--- src/rtl/operand_fetch.sv ---
// Register-file read stage: 16x16 registers, pending-write scoreboard, registered operands.
// Latency 1 from accept; outputs hold while out_ready is low; in_ready drops on hazard or held output.
module operand_fetch #(
  parameter int DATA_WIDTH = 16,
  parameter int REG_COUNT  = 16,
  parameter int ADDR_WIDTH = 4,
  parameter int IMM_WIDTH  = 8
) (
  input  logic                  clk,
  input  logic                  reset,
  input  logic                  in_valid,
  output logic                  in_ready,
  input  logic [ADDR_WIDTH-1:0] rdest_addr,
  input  logic [ADDR_WIDTH-1:0] rsrc_addr,
  input  logic [IMM_WIDTH-1:0]  imm,
  input  logic                  imm_signed,
  input  logic                  uses_rsrc,
  input  logic                  claim_dest,
  output logic                  out_valid,
  input  logic                  out_ready,
  output logic [DATA_WIDTH-1:0] op_dest,
  output logic [DATA_WIDTH-1:0] op_src,
  output logic [DATA_WIDTH-1:0] op_imm,
  output logic [ADDR_WIDTH-1:0] out_dest_addr,
  input  logic                  wb_en,
  input  logic [ADDR_WIDTH-1:0] wb_addr,
  input  logic [DATA_WIDTH-1:0] wb_data
);

  typedef struct packed {
    logic [ADDR_WIDTH-1:0] dest_addr;
    logic [DATA_WIDTH-1:0] imm;
    logic [DATA_WIDTH-1:0] src;
    logic [DATA_WIDTH-1:0] dest;
  } opnd_t;

  logic [DATA_WIDTH-1:0] regs [REG_COUNT];
  logic [REG_COUNT-1:0]  pending;
  logic [REG_COUNT-1:0]  wb_mask;
  logic [REG_COUNT-1:0]  claim_mask;
  logic [REG_COUNT-1:0]  pending_eff;
  logic                  hazard;
  logic                  accept;
  logic                  valid_q;
  opnd_t                 opnd_q;
  opnd_t                 opnd_d;
  logic [DATA_WIDTH-1:0] dest_rd;
  logic [DATA_WIDTH-1:0] src_rd;

  always_comb begin
    wb_mask = '0;
    if (wb_en) wb_mask[wb_addr] = 1'b1;
  end

  // A write-back landing this cycle already satisfies the reader.
  assign pending_eff = pending & ~wb_mask;
  assign hazard      = pending_eff[rdest_addr] | (uses_rsrc & pending_eff[rsrc_addr]);
  assign in_ready    = reset | (~hazard & (~valid_q | out_ready));
  assign accept      = in_valid & in_ready & ~reset;

  always_comb begin
    claim_mask = '0;
    if (accept && claim_dest) claim_mask[rdest_addr] = 1'b1;
  end

  assign dest_rd = (wb_en && (wb_addr == rdest_addr)) ? wb_data : regs[rdest_addr];
  assign src_rd  = (wb_en && (wb_addr == rsrc_addr))  ? wb_data : regs[rsrc_addr];

  always_comb begin
    opnd_d           = '0;
    opnd_d.dest_addr = rdest_addr;
    opnd_d.dest      = dest_rd;
    opnd_d.src       = uses_rsrc ? src_rd : '0;
    opnd_d.imm       = {{(DATA_WIDTH-IMM_WIDTH){imm_signed & imm[IMM_WIDTH-1]}}, imm};
  end

  always_ff @(posedge clk) begin
    if (reset) begin
      for (int i = 0; i < REG_COUNT; i++) regs[i] <= '0;
    end else if (wb_en) begin
      regs[wb_addr] <= wb_data;
    end
  end

  // Claim is ORed after the write-back clear so a same-address set wins.
  always_ff @(posedge clk) begin
    if (reset) pending <= '0;
    else       pending <= (pending & ~wb_mask) | claim_mask;
  end

  always_ff @(posedge clk) begin
    if (reset) begin
      valid_q <= 1'b0;
      opnd_q  <= '0;
    end else if (accept) begin
      valid_q <= 1'b1;
      opnd_q  <= opnd_d;
    end else if (out_ready) begin
      valid_q <= 1'b0;
    end
  end

  assign out_valid     = valid_q;
  assign op_dest       = opnd_q.dest;
  assign op_src        = opnd_q.src;
  assign op_imm        = opnd_q.imm;
  assign out_dest_addr = opnd_q.dest_addr;

endmodule

--- config.mk ---
export PLATFORM = sky130hd
export DESIGN_NAME = operand_fetch
export DESIGN_NICKNAME = d
export VERILOG_FILES = /design/src/rtl/operand_fetch.sv
export SDC_FILE = /design/constraint.sdc
export NUM_CORES = 1
export LEC_CHECK = 0
export ABC_AREA = 1
export BUFFER_PORTS_ARGS = -buffer_cell sky130_fd_sc_hd__buf_2
export CORE_UTILIZATION = 30
export DETAILED_ROUTE_END_ITERATION = 8
export SKIP_CTS_REPAIR_TIMING = 1
export SLEW_MARGIN = 15
export SYNTH_ARGS = -nofsm -noshare
export SYNTH_HDL_FRONTEND = slang
export SYNTH_SLANG_ARGS = --single-unit
export TNS_END_PERCENT = 1
--- constraint.sdc ---
create_clock -name clk -period 2.5 [get_ports clk]
set_input_delay 0 -clock clk [delete_from_list [all_inputs] [get_ports clk]]
set_output_delay 0 -clock clk [all_outputs]
set_load 0.02 [all_outputs]
==> impl_metrics.toml <==
[run_status]
outcome = "finished, final reports clean"

[clock_tree]
clock_path_buffers = 3
cts.sinks = 318
cts_htree_levels = 2
insertion_delay_ns = 0.54
cts_buffers = 36
path_clk_slew_ns = 0.06
cts_tree = "done"
cts_root_buf = "clkbuf_16"

[global_routing]
grt-ovfl-total = 0
grt_use_total = 0.226
grt_max_degree = 80
antenna_found_initial = 1
grt_pass1_wl_um = 92500
grt_pass1_vias = 14306

[synth]
synth_area_mm2 = 0.0162
synth_edf_count = 256
ys_warn_count = 0
syn_avg_cell_area_um2 = 8.63
yosysSeqAreaShare = 0.551
synth_flop_cell = "edfxtp_1"
ys_types = 35
synthArstFlopShare = 0
netlist_instances = 1879
synth_fp_nets = 1923
ys_seq_elements = 318

[pwr]
clock_power_share = 0.405
powerDensity_mw_per_mm2 = 701
seq_power_share = 0.457
p_switching_uw = 3700
swShare = 0.273
ir_worst_vdd_mv = 0.401
combPwrFrac = 0.138
intPower_uw = 9850
p_leak_uw = 0.00729

[die]
start_util = 0.306
rows = 84
fp.dieW_um = 235
die_h_um = 235
die_area_mm2 = 0.0550
ios = 98
core_mm2 = 0.0530

[layout]
insertedDiodeCount = 0
final_cell_mix = "439 x nor2_1, 269 x nand2_1, 256 x edfxtp_1, 211 x o21ai_0"
fill_cells = 5314
fin_nets = 2034
utilization = 0.365
multi_input_area_mm2 = 0.00634
area.growth.synth_to_final_pct = 19.2
ff_latch_area_mm2 = 0.00893
drive_gt1_frac = 0.147
layout_commonest_cell = "nor2_1"

[timing]
achievable-frequency_mhz = 443
min_period_ns = 2.26
fin_crit_sh = 0.903
rsz0062_at_grt = "no"
finClkSkew_ns = 0.0123
drv_slew = 0
slew_headroom = 0.327
worst_slew_pin_slew_ns = 1.01
hold_violations = 0
final-setup-viol-count = 0
tns_ns = 0

[worst_setup_path]
cp.arrival_ns = 2.66
required_ns = 2.90
crit_fanout = 9
critPathCaptureType = "flop"
cp-startpoint = "rdest_addr[2]"
crit_type = "in2reg"
rrSetupSlack_ns = 0.30
worstSetupStartpointType = "primary input"
reg2reg_from = "pending[10]$_SDFF_PP0_"

[job]
cap_violations = 0

[route]
ant_nets = 0
drt_pass1_iterations = 9
wl_per_cell_um = 23.5
vias_per_cell = 5.74
drtIter0Drc = 2223
wl_um = 63500
vias = 15524
drcViolationCount = 0

[worst_hold_path]
hp-start = "wb_addr[0]"
min_path_type = "in2reg"

[placement]
portBuffers = 97
globalplace.congestion = 0.936
dp_hpwl_um = 40400
[metrics by stage]
stage | worst slack (ns) | hold WS (ns) | std cells | total power [uW] | area (um2)
2_1_floorplan | 0.769 | 0.113 | 1879 | 7260 | 16200
3_3_place_gp | 0.238 | 0.199 | 2617 | 8050 | 17900
3_5_place_dp | 0.188 | 0.207 | 2617 | 8080 | 17900
4_1_cts | 0.295 | -0.344 | 2681 | 13500 | 19100
5_1_grt | 0.0454 | 0.0231 | 2704 | 13900 | 19300
6_report | 0.243 | 0.000640 | 2704 | 13600 | 19300
[per-layer routing]
layer / GRT usage / vias to the layer above / routed length [um]
li1: - / 6770 / -
met1: 0.306 / 7392 / 25000
met2: 0.360 / 1195 / 28300
met3: 0.0411 / 165 / 7990
met4: 0.0800 / 2 / 2160
met5: 0 / - / 13
[state kept, by name (all words and copies together), names as in the netlist]
| name | cells |
|---|---|
| op_dest | 16 |
| op_imm | 9 |
| op_src | 16 |
| out_dest_addr | 4 |
| out_valid | 1 |
| pending | 16 |
| regs | 256 |
[worst max-delay path, stage by stage]
cell           delay [ns]
dlygate4sd3_1        0.52
buf_2                0.14
inv_1                0.08
nand2_1              0.27
clkinv_1             0.41
nand2_1              0.32
nand3_1              0.19
o31ai_1              0.35
buf_4                0.19
nand2_1              0.05
nand2_1              0.08
a21oi_2              0.04
[power groups by stage]
stage / registers [uW] / clock network (uW) / logic (uW)
final: 6200 / 5480 / 1870
after global routing: 6230 / 5730 / 1980
after floorplan: 6320 / 0 / 940
after CTS: 6190 / 5530 / 1790
after global placement: 6290 / 0 / 1770
after detailed placement: 6300 / 0 / 1780
[final cells by class]
cell class,instances,area share
Sequential cell,318,0.462
Inverter,77,0.0150
Multi-Input combinational cell,1328,0.328
Clock buffer,48,0.0560
Timing Repair Buffer,229,0.0872
Clock inverter,16,0.00718
Tap cell,688,0.0445
[kinds of logic after synthesis]
group	Yosys count	synth area share
xor gates and xnor gates	1	0.000540
AOI/OAI and AO/OA	498	0.185
buffers and inverters	233	0.0595
DFF	318	0.551
and+or+nand+nor	829	0.204
[worst paths after layout]
check                                  end  cells past startpoint
max                op_dest[7]$_SDFFE_PP0P_                     12
min reg2reg       op_dest[12]$_SDFFE_PP0P_                      2
min                  pending[9]$_SDFF_PP0_                      4
max reg2reg  out_dest_addr[1]$_SDFFE_PP0P_                     13
[Yosys cell counts, types with 5 or more instances]
cell type / count / area (um2)
o21ai_0: 211 / 1060
a21oi_2: 10 / 87.6
buf_2: 18 / 90.1
o211ai_1: 26 / 195
clkinv_1: 19 / 71.3
nand2_1: 269 / 1010
buf_4: 8 / 60.1
o22ai_1: 48 / 300
a21oi_1: 72 / 360
buf_6: 5 / 56.3
inv_1: 53 / 199
o31ai_1: 12 / 90.1
nor2_1: 441 / 1660
nand3_1: 98 / 490
inv_2: 5 / 18.8
clkbuf_1: 116 / 435
nand4_1: 6 / 37.5
edfxtp_1: 256 / 7690
a22oi_1: 94 / 706
dfxtp_1: 62 / 1240
o221ai_1: 15 / 131
buf_1: 9 / 33.8
Note: power is estimated with default switching activity, not from simulation.
